**src/rtl/j_busgnt_pkg.sv**
```systemverilog
// Shared types and constants for the Jerry DSP bus request/grant path.
package j_bus_pkg;

    // Sequencer states, from first request through bus turnaround
    typedef enum logic [2:0] {
        S_IDLE,
        S_REQ,
        S_WAITFREE,
        S_OWN,
        S_RELEASE
    } j_bus_state_t;

    // Highest bus priority; exempt from the tenure limit
    localparam logic [1:0] J_PRIO_TOP = 2'b00;

endpackage

```
**src/rtl/j_busgnt_bgcount.sv**
```systemverilog
// Saturating up-counter with synchronous clear, count enable and a
// terminal flag that is high once the count reaches TERM.
module j_bgcount #(
    parameter int unsigned W    = 4,
    parameter int unsigned TERM = 3
) (
    input  logic i_clk,
    input  logic i_rst,
    input  logic i_clr,
    input  logic i_en,
    output logic o_term
);

    localparam logic [W-1:0] TERM_W = TERM[W-1:0];

    logic [W-1:0] r_cnt;

    // Count register: clear wins over enable, holds at all-ones
    always_ff @(posedge i_clk) begin
        if (i_rst) begin
            r_cnt <= '0;
        end else if (i_clr) begin
            r_cnt <= '0;
        end else if (i_en && (r_cnt != '1)) begin
            r_cnt <= r_cnt + 1'b1;
        end
    end

    assign o_term = (r_cnt >= TERM_W);

endmodule

```
**src/rtl/j_busgnt.sv**
```systemverilog
// Bus request/grant sequencer in front of the DSP memory controller.
// Optional feature macro: J_BUSGNT_TENURE_EN (tenure-limited ownership
// for non-top-priority requests).
module j_busgnt
    import j_bus_pkg::*;
#(
    parameter int unsigned IDLE_HOLD  = 4,
    parameter int unsigned MAX_TENURE = 64
) (
    input  logic       clk,
    input  logic       reset,
    input  logic       mreq,
    input  logic       dreql,
    input  logic       ack,
    input  logic [1:0] dbrls,
    input  logic       bgl,
    input  logic       bbusyl,
    output logic       brl,
    output logic       bgackl,
    output logic       dbgl,
    output logic       owner
);

    j_bus_state_t r_state;
    j_bus_state_t w_next;

    logic w_own_entry;
    logic w_idle_clr;
    logic w_idle_term;
    logic w_ten_rel;

    assign w_own_entry = (r_state == S_WAITFREE) && bbusyl;
    assign w_idle_clr  = w_own_entry || ack || mreq || !dreql;

    j_bgcount #(
        .W    (4),
        .TERM (IDLE_HOLD - 1)
    ) u_idle_cnt (
        .i_clk  (clk),
        .i_rst  (reset),
        .i_clr  (w_idle_clr),
        .i_en   (1'b1),
        .o_term (w_idle_term)
    );

`ifdef J_BUSGNT_TENURE_EN
    logic w_ten_term;

    j_bgcount #(
        .W    (8),
        .TERM (MAX_TENURE - 1)
    ) u_tenure_cnt (
        .i_clk  (clk),
        .i_rst  (reset),
        .i_clr  (w_own_entry),
        .i_en   (r_state == S_OWN),
        .o_term (w_ten_term)
    );

    assign w_ten_rel = w_ten_term && (dbrls != J_PRIO_TOP);
`else
    logic w_unused;
    assign w_unused  = ^dbrls;
    assign w_ten_rel = 1'b0;
`endif

    // State register
    always_ff @(posedge clk) begin
        if (reset) begin
            r_state <= S_IDLE;
        end else begin
            r_state <= w_next;
        end
    end

    // Next-state logic; a release from OWN waits for the controller to be quiet
    always_comb begin
        w_next = r_state;
        case (r_state)
            S_IDLE: begin
                if (mreq || !dreql) w_next = S_REQ;
            end
            S_REQ: begin
                if (!bgl)                 w_next = S_WAITFREE;
                else if (!mreq && dreql)  w_next = S_IDLE;
            end
            S_WAITFREE: begin
                if (bbusyl) w_next = S_OWN;
            end
            S_OWN: begin
                if (dreql && ((w_idle_term && !mreq) || bgl || w_ten_rel))
                    w_next = S_RELEASE;
            end
            S_RELEASE: begin
                w_next = S_IDLE;
            end
            default: begin
                w_next = S_IDLE;
            end
        endcase
    end

    // Moore output decode from the state register only
    always_comb begin
        brl    = 1'b1;
        bgackl = 1'b1;
        dbgl   = 1'b1;
        owner  = 1'b0;
        case (r_state)
            S_REQ, S_WAITFREE: begin
                brl = 1'b0;
            end
            S_OWN: begin
                brl    = 1'b0;
                bgackl = 1'b0;
                dbgl   = 1'b0;
                owner  = 1'b1;
            end
            S_RELEASE: begin
                bgackl = 1'b0;
            end
            default: begin
                brl = 1'b1;
            end
        endcase
    end

endmodule

```
**config.mk**
```make
export PLATFORM = sky130hd
export DESIGN_NAME = j_busgnt
export DESIGN_NICKNAME = d
export VERILOG_FILES = /design/src/rtl/j_busgnt_pkg.sv /design/src/rtl/j_busgnt_bgcount.sv /design/src/rtl/j_busgnt.sv
export SDC_FILE = /design/constraint.sdc
export NUM_CORES = 1
export LEC_CHECK = 0
export CAP_MARGIN = 30
export CORE_AREA = 4 4 41 43
export CTS_BUF_LIST = sky130_fd_sc_hd__clkbuf_4 sky130_fd_sc_hd__clkbuf_8 sky130_fd_sc_hd__clkbuf_16
export CTS_CLUSTER_SIZE = 40
export DETAILED_ROUTE_END_ITERATION = 8
export DIE_AREA = 0 0 45 47
export MAX_ROUTING_LAYER = met4
export PLACE_DENSITY = 0.63
export SYNTH_ARGS = -nofsm -noshare
export SYNTH_HDL_FRONTEND = slang
export SYNTH_SLANG_ARGS = --single-unit
```
**constraint.sdc**
```tcl
create_clock -name clk -period 3.5 [get_ports clk]
set_clock_uncertainty 0.2 [all_clocks]
set_input_delay 1.05 -clock clk [delete_from_list [all_inputs] [get_ports clk]]
set_output_delay 1.05 -clock clk [all_outputs]
set_load 0.02 [all_outputs]
```
==> summary.txt, run 1 <==
Run
  • Max-cap violations: 0

Placed design
  • Inst Count DP: 71
  • Final Wtd Congestion: between 0.7 and 0.8
  • Buffers on Ports: 10
  • Post-DP HPWL: 580 µm
  • Pre-CTS setup slack: 940 ps

Power
  • Logic pwr share: 20.4%
  • Clock network power share: about 37%
  • Sequential share of power: 42.3%
  • Internal: roughly 0.00016 W
  • Sw Ratio: 25.0%
  • VDD IR-drop max: around 0.21 mV
  • Total power: 0.000212 W
  • P_leak: 0.203 nW
  • PD cells: 392 mW/mm²
  • P_sw: 0.0000529 W

Critical path
  • Crit-path leading delay family: buffers and inverters
  • CP max FO: 9
  • Crit path buf inv count: 1
  • Crit path DAT: about 1600 ps
  • Worst r2r path cells: 4
  • Start point of the critical path: r_state[1]$_SDFFE_PP0P_
  • Critical Path End: owner
  • Critical Path RT: 2250 ps
  • Levels on crit path: 3
  • Worst R2R Setup Slack: 2070 ps
  • CP Capture Type: primary output
  • R2r startpoint: u_idle_cnt.r_cnt[0]$_SDFFE_PP0P_
  • Setup CP Type: flip-flop to primary output
  • Crit path cell chain: nand2_1 > nor2_2 > clkdlybuf4s50_1
  • Worst R2R End: r_state[0]$_SDFFE_PP0P_
  • CP max stage cell: clkdlybuf4s50_1
  • Max incr delay on CP: 630 ps
  • CP Launch Type: flip-flop

Clock tree
  • Num CTS Buffers: 3
  • Hold_buf cts: 0
  • Clock slew at reported path FFs: ~50 ps
  • CTS tree: yes
  • Post-CTS Setup Bufs: 0
  • Num Clock Sinks: 7
  • Root Buffer: clkbuf_4
  • Max H-tree Level: 1
  • Clk_lat worst skew: 240 ps
  • CTS resizes: 0
  • Clock buffer depth: 2

Finish
  • Finished Layout Cells: 75
  • ANT cells: 0
  • Nets@finish: 71
  • Area Overhead vs Synth: 38.0%
  • Commonest non-fill, non-tap cell in the layout: clkdlybuf4s50_1
  • Commonest non-fill, non-tap cells in the layout: clkdlybuf4s50_1 (10), dfxtp_1 (7), nor2_1 (6)
  • Ratio of cells with drive above 1 in the final layout: 13.3%

Die
  • Die X: 45 µm
  • Die Span Y: 47 µm
  • Die area: 0.00212 mm²
  • FP Rows: 13
  • Top Ports: 13
  • Initial Util: a little under a third
  • Area of the core: 0.00130 mm²

Route
  • Final ANT Viol Nets: 0
  • DRT iter0 DRCs: 9
  • DRC Markers: 0
  • 1st-pass router iterations: 4
  • Post-Route WL: approximately 750 µm
  • WL/cell: 10.1 µm
  • Via Count: approximately 360
  • Met3 WL: 80 µm
  • Met1 WL: 369 µm
  • Met2 Routed Length: 304 µm
  • Vias per cell: between 4 and 5
  • Top Layer Used: met3

Status
  • Status: finished, final reports clean

STA
  • Final Setup Violations: 0
  • F_max: 0.354 GHz
  • Setup TNS: 0 ps
  • Worst Tran Pin Value: 245 ps
  • Max Slew Vio Count: 0
  • Crit path time final: 2830 ps
  • Final cycle utilization of the critical path: between 80 and 90%
  • Slew margin rel.: 83.7%
  • Fin worst setup slack: just under 700 ps
  • Unrepaired setup endpoints after global routing: false
  • Hold Vio Cnt, Final: 0

Global route
  • Pin count of the biggest net entering global routing: 10
  • Vias in the first global route: 302
  • Total Routing Usage GR: 8.17%
  • First-pass GRT wire length: between 1000 and 1500 µm
  • Initial antenna violation count: 0
  • Gr ovfl total: 0

Synthesis
  • Synth cell types: 28
  • Mean Syn Cell Area: 8.51 µm²
  • #FFs+latches synth: 7
  • Mapped Area: a little under 400 µm²
  • Warnings, synthesis: 0
  • Synthesized Nets: between 50 and 60
  • Post-synthesis sequential area ratio: between 30% and 40%
  • Synthesized instance count: 46

Hold path
  • Hold Crit Class: flip-flop to flip-flop
==> area by class of cell <==
class	instances	area [µm²]
clock buffer	4	30.0
fill	131	761
inverter	1	3.75
multi-input combinational	38	248
sequential	7	140
tap	15	18.8
timing repair buffer	10	100
==> through the flow <==
step	util (%)	instance area [µm²]	hold slack (ps)
after global routing	41.5	541	395
after global placement	39.2	510	340
after detailed placement	39.2	510	341
after CTS	41.5	541	351
final	41.5	541	352
after floorplan	-	392	312
==> cell families (layout without fill, tap and decap cells) <==
family	count (synthesis)	in the layout	share of synthesized area (%)
and+or+nand+nor	26	26	40.6
buffers and inverters	1	15	0.958
DFF	7	7	35.8
adders and majority gates	1	1	3.19
muxes	1	1	2.56
xor gates and xnor gates	1	1	2.24
AOI/OAI and AO/OA	9	9	14.7
==> synth_stat cells <==
| cell | instances | area share, % |
|---|---|---|
| a22oi_1 | 1 | 1.9 |
| inv_1 | 1 | 0.96 |
| nand3_1 | 2 | 2.6 |
| xnor2_1 | 1 | 2.2 |
| nor3_1 | 2 | 2.6 |
| a31oi_1 | 1 | 1.6 |
| or2_2 | 1 | 1.6 |
| a21oi_1 | 3 | 3.8 |
| nand4bb_1 | 1 | 2.9 |
| o21bai_1 | 1 | 1.9 |
| nor2_2 | 1 | 1.6 |
| dfxtp_1 | 7 | 36 |
| nor4b_2 | 1 | 3.8 |
| and4b_1 | 1 | 2.6 |
| nand2b_1 | 1 | 1.6 |
| nor3_2 | 1 | 2.6 |
| nand2_1 | 4 | 3.8 |
| or3b_1 | 1 | 2.2 |
| or2_1 | 1 | 1.6 |
| a311oi_1 | 1 | 2.2 |
| ha_1 | 1 | 3.2 |
| a21o_1 | 1 | 1.9 |
| nor3b_1 | 1 | 1.9 |
| o21ai_1 | 1 | 1.3 |
| nor2_1 | 6 | 5.8 |
| mux2i_1 | 1 | 2.6 |
| or2b_1 | 1 | 1.9 |
| nor2b_1 | 1 | 1.6 |
==> power groups by stage <==
stage                     clock network, W  registers (W)  logic (W)
after floorplan                          0      0.0000896  0.0000237
after global placement                   0      0.0000911  0.0000432
after detailed placement                 0      0.0000910  0.0000433
after CTS                        0.0000840      0.0000893  0.0000435
after global routing             0.0000875      0.0000903  0.0000468
final                            0.0000792      0.0000896  0.0000431
==> flip-flops by register name, indices dropped and copies added, names as in the netlist <==
| register | flops |
|---|---|
| r_state | 3 |
| u_idle_cnt.r_cnt | 4 |
==> per-layer routing <==
layer / vias up / track usage, %
met3: 0 / 2.68
met1: 152 / 10.0
met4: 0 / 5.85
met2: 11 / 11.0
met5: - / -
li1: 196 / -
==> worst min path at each step <==
stage / start / end / slack, ps / cells past startpoint
final: u_idle_cnt.r_cnt[3]$_SDFFE_PP0P_ / u_idle_cnt.r_cnt[2]$_SDFFE_PP0P_ / 350 / 2
after CTS: u_idle_cnt.r_cnt[1]$_SDFFE_PP0P_ / u_idle_cnt.r_cnt[1]$_SDFFE_PP0P_ / 350 / 2
after detailed placement: u_idle_cnt.r_cnt[1]$_SDFFE_PP0P_ / u_idle_cnt.r_cnt[1]$_SDFFE_PP0P_ / 340 / 2
after global placement: u_idle_cnt.r_cnt[1]$_SDFFE_PP0P_ / u_idle_cnt.r_cnt[1]$_SDFFE_PP0P_ / 340 / 2
after floorplan: u_idle_cnt.r_cnt[1]$_SDFFE_PP0P_ / u_idle_cnt.r_cnt[1]$_SDFFE_PP0P_ / 310 / 2
after global routing: u_idle_cnt.r_cnt[3]$_SDFFE_PP0P_ / u_idle_cnt.r_cnt[2]$_SDFFE_PP0P_ / 400 / 2
==> worst reg2reg max path: cells and delay by family, from the launching register on <==
kind                       cells  cell delay, ps
adders and majority gates      1             270
DFF                            1             340
AOI/OAI and AO/OA              2             380
and+or+nand+nor                1             150
Power figures use the tool's default switching activity.
==> run 2, diff against run 1 <==
==> constraint.sdc (replaced) <==
create_clock -name clk -period 2.72 [get_ports clk]
set_clock_uncertainty 0.2 [all_clocks]
set_input_delay 0.816 -clock clk [delete_from_list [all_inputs] [get_ports clk]]
set_output_delay 0.816 -clock clk [all_outputs]
set_load 0.02 [all_outputs]
==> run 2 against run 1 <==
Worst hold slack better by 1.1 ps. Global-route usage is 0.25 points higher. Non-clock buffer count stayed put. Sequential share of layout area stayed put.
==> summary.txt, run 2 (synthesis gave the netlist of run 1 again) <==
Hold path
  • Hold Crit Class: flip-flop to flip-flop

Critical path
  • Setup CP Type: flip-flop to primary output
  • Crit path cell chain: nand2_1 > nor2_2 > clkdlybuf4s50_1
  • CP max stage cell: clkdlybuf4s50_1
  • Critical Path RT: 1700 ps (-550 ps)
  • CP Capture Type: primary output
  • CP Launch Type: flip-flop
  • Crit-path leading delay family: buffers and inverters
  • Max incr delay on CP: 630 ps (about the same)
  • Crit path DAT: 1580 ps (about the same)
  • Crit path buf inv count: 1 (unchanged)
  • CP max FO: 9 (unchanged)

Clock tree
  • Clock slew at reported path FFs: 50 ps (about the same)
  • Hold_buf cts: 0 (unchanged)
  • Num Clock Sinks: 7 (unchanged)
  • Post-CTS Setup Bufs: 0 (unchanged)
  • Clk_lat worst skew: 240 ps (about the same)
  • Num CTS Buffers: 3 (unchanged)
  • Max H-tree Level: 1 (unchanged)
  • CTS resizes: 0 (unchanged)
  • Root Buffer: clkbuf_4
  • CTS tree: yes
  • Clock buffer depth: 2 (unchanged)

STA
  • Slew margin rel.: 83.3% (-0.36 points)
  • Max Slew Vio Count: 0 (unchanged)
  • Hold Vio Cnt, Final: 0 (unchanged)
  • F_max: 0.386 GHz
  • Final cycle utilization of the critical path: about 95%
  • Final Setup Violations: 0 (unchanged)
  • Setup TNS: 0 ps (unchanged)
  • Unrepaired setup endpoints after global routing: false
  • Min Hold Slack: 353 ps (+1.12 ps)
  • Worst Tran Pin Value: 250 ps (+5.37 ps)
  • Crit path time final: 2590 ps

Finish
  • Largest regs: u_idle_cnt.r_cnt: 4 flops, r_state: 3 flops
  • Commonest non-fill, non-tap cell in the layout: clkdlybuf4s50_1
  • Largest reg by FF count: u_idle_cnt.r_cnt
  • Nets@finish: 71 (unchanged)
  • Commonest non-fill, non-tap cells in the layout: clkdlybuf4s50_1 (10), dfxtp_1 (7), nor2_1 (6)
  • ANT cells: 0 (unchanged)
  • Area Overhead vs Synth: 38.0% (unchanged)
  • Ratio of cells with drive above 1 in the final layout: 13.3% (unchanged)
  • Largest register FFs: 4 (unchanged)

Run
  • Max-cap violations: 0 (unchanged)

Global route
  • Initial antenna violation count: 0 (unchanged)
  • Gr ovfl total: 0 (unchanged)
  • Pin count of the biggest net entering global routing: 10 (unchanged)
  • First-pass GRT wire length: 1250 µm (+4.6%)
  • Total Routing Usage GR: 8.42% (+0.25 points)
  • Vias in the first global route: 321 (+6.3%)

Power
  • PD cells: 504 mW/mm² (+29%)
  • VDD IR-drop max: 0.277 mV (+29%)
  • Sequential share of power: 42.3% (about the same)
  • Logic pwr share: 20.3% (about the same)
  • P_leak: 0.203 nW (unchanged)
  • Internal: 0.000205 W (+29%)
  • Clock network power share: 37.4% (about the same)
  • Sw Ratio: 24.9% (-0.080 points)
  • P_sw: 0.0000677 W (+28%)

Route
  • 1st-pass router iterations: 2 (-2)
  • DRC Markers: 0 (unchanged)
  • Vias per cell: 4.88 (+1.9%)
  • Via Count: 366 (+1.9%)
  • DRT iter0 DRCs: 4 (-5)
  • WL/cell: 10.2 µm (+1.1%)
  • Final ANT Viol Nets: 0 (unchanged)
  • Post-Route WL: 762 µm (+1.1%)

Die
  • FP Rows: 13 (unchanged)
  • Initial Util: 30.1% (unchanged)
  • Die Span Y: 47 µm (unchanged)
  • Die X: 45 µm (unchanged)
  • Die area: 0.00212 mm² (unchanged)
  • Area of the core: 0.00130 mm² (unchanged)
  • Top Ports: 13 (unchanged)

Status
  • Status: finished, final reports clean

Placed design
  • Buffers on Ports: 10 (unchanged)
  • Final Wtd Congestion: 0.745 (about the same)
  • Post-DP HPWL: 591 µm (+1.8%)
## run 2: cell counts in the layout (fill, tap and decap cells not counted)
No cell type changed its count.
## run 2: power groups by stage
stage                     Combinational [W]  Sequential [W]  Clock, W
after global placement            0.0000556        0.000117         0
after global routing              0.0000607        0.000116  0.000112
final                             0.0000553        0.000115  0.000102
after CTS                         0.0000561        0.000115  0.000108
after detailed placement          0.0000558        0.000117         0
after floorplan                   0.0000304        0.000115         0
## run 2: final timing paths
kind                                    start                               end  slack [ps]  cells after the start
min          u_idle_cnt.r_cnt[3]$_SDFFE_PP0P_  u_idle_cnt.r_cnt[2]$_SDFFE_PP0P_         350                      2
max reg2reg  u_idle_cnt.r_cnt[0]$_SDFFE_PP0P_           r_state[0]$_SDFFE_PP0P_        1320                      4
min reg2reg  u_idle_cnt.r_cnt[3]$_SDFFE_PP0P_  u_idle_cnt.r_cnt[2]$_SDFFE_PP0P_         350                      2
max                   r_state[1]$_SDFFE_PP0P_                             owner         130                      3
## run 2: layer usage
| metal | up-vias | GRT usage [%] | part of all wire (%) |
|---|---|---|---|
| met5 | - | - | 0 |
| met4 | 0 | 5.26 | 0 |
| met3 | 0 | 2.30 | 8.0 |
| met2 | 9 | 12.7 | 41 |
| met1 | 160 | 9.82 | 51 |
| li1 | 197 | - | - |
## run 2: cell type report
| class | instances | area, µm² |
|---|---|---|
| multi-input cells | 38 | 248 |
| fillers | 142 | 761 |
| clock buffers | 4 | 30.0 |
| well taps | 15 | 18.8 |
| repair buffers | 10 | 100 |
| flip-flops and latches | 7 | 140 |
| inverters | 1 | 3.75 |
## run 2: worst reg2reg max path, delay by kind of cell (launching register included)
family | cells | cell delay, ps
fa+ha+maj | 1 | 270
compound gates | 2 | 360
simple gates | 1 | 150
flops | 1 | 340
## run 2: stage by stage
stage          instance area, µm²  std cells  power, W  worst slack [ps]  util, %
5_1_grt                       541         75  0.000289              39.8     41.5
2_1_floorplan                 392         46  0.000146               800        -
6_report                      541         75  0.000272               129     41.5
3_3_place_gp                  510         71  0.000173               389     39.2
4_1_cts                       541         75  0.000279               111     41.5
3_5_place_dp                  510         71  0.000173               386     39.2
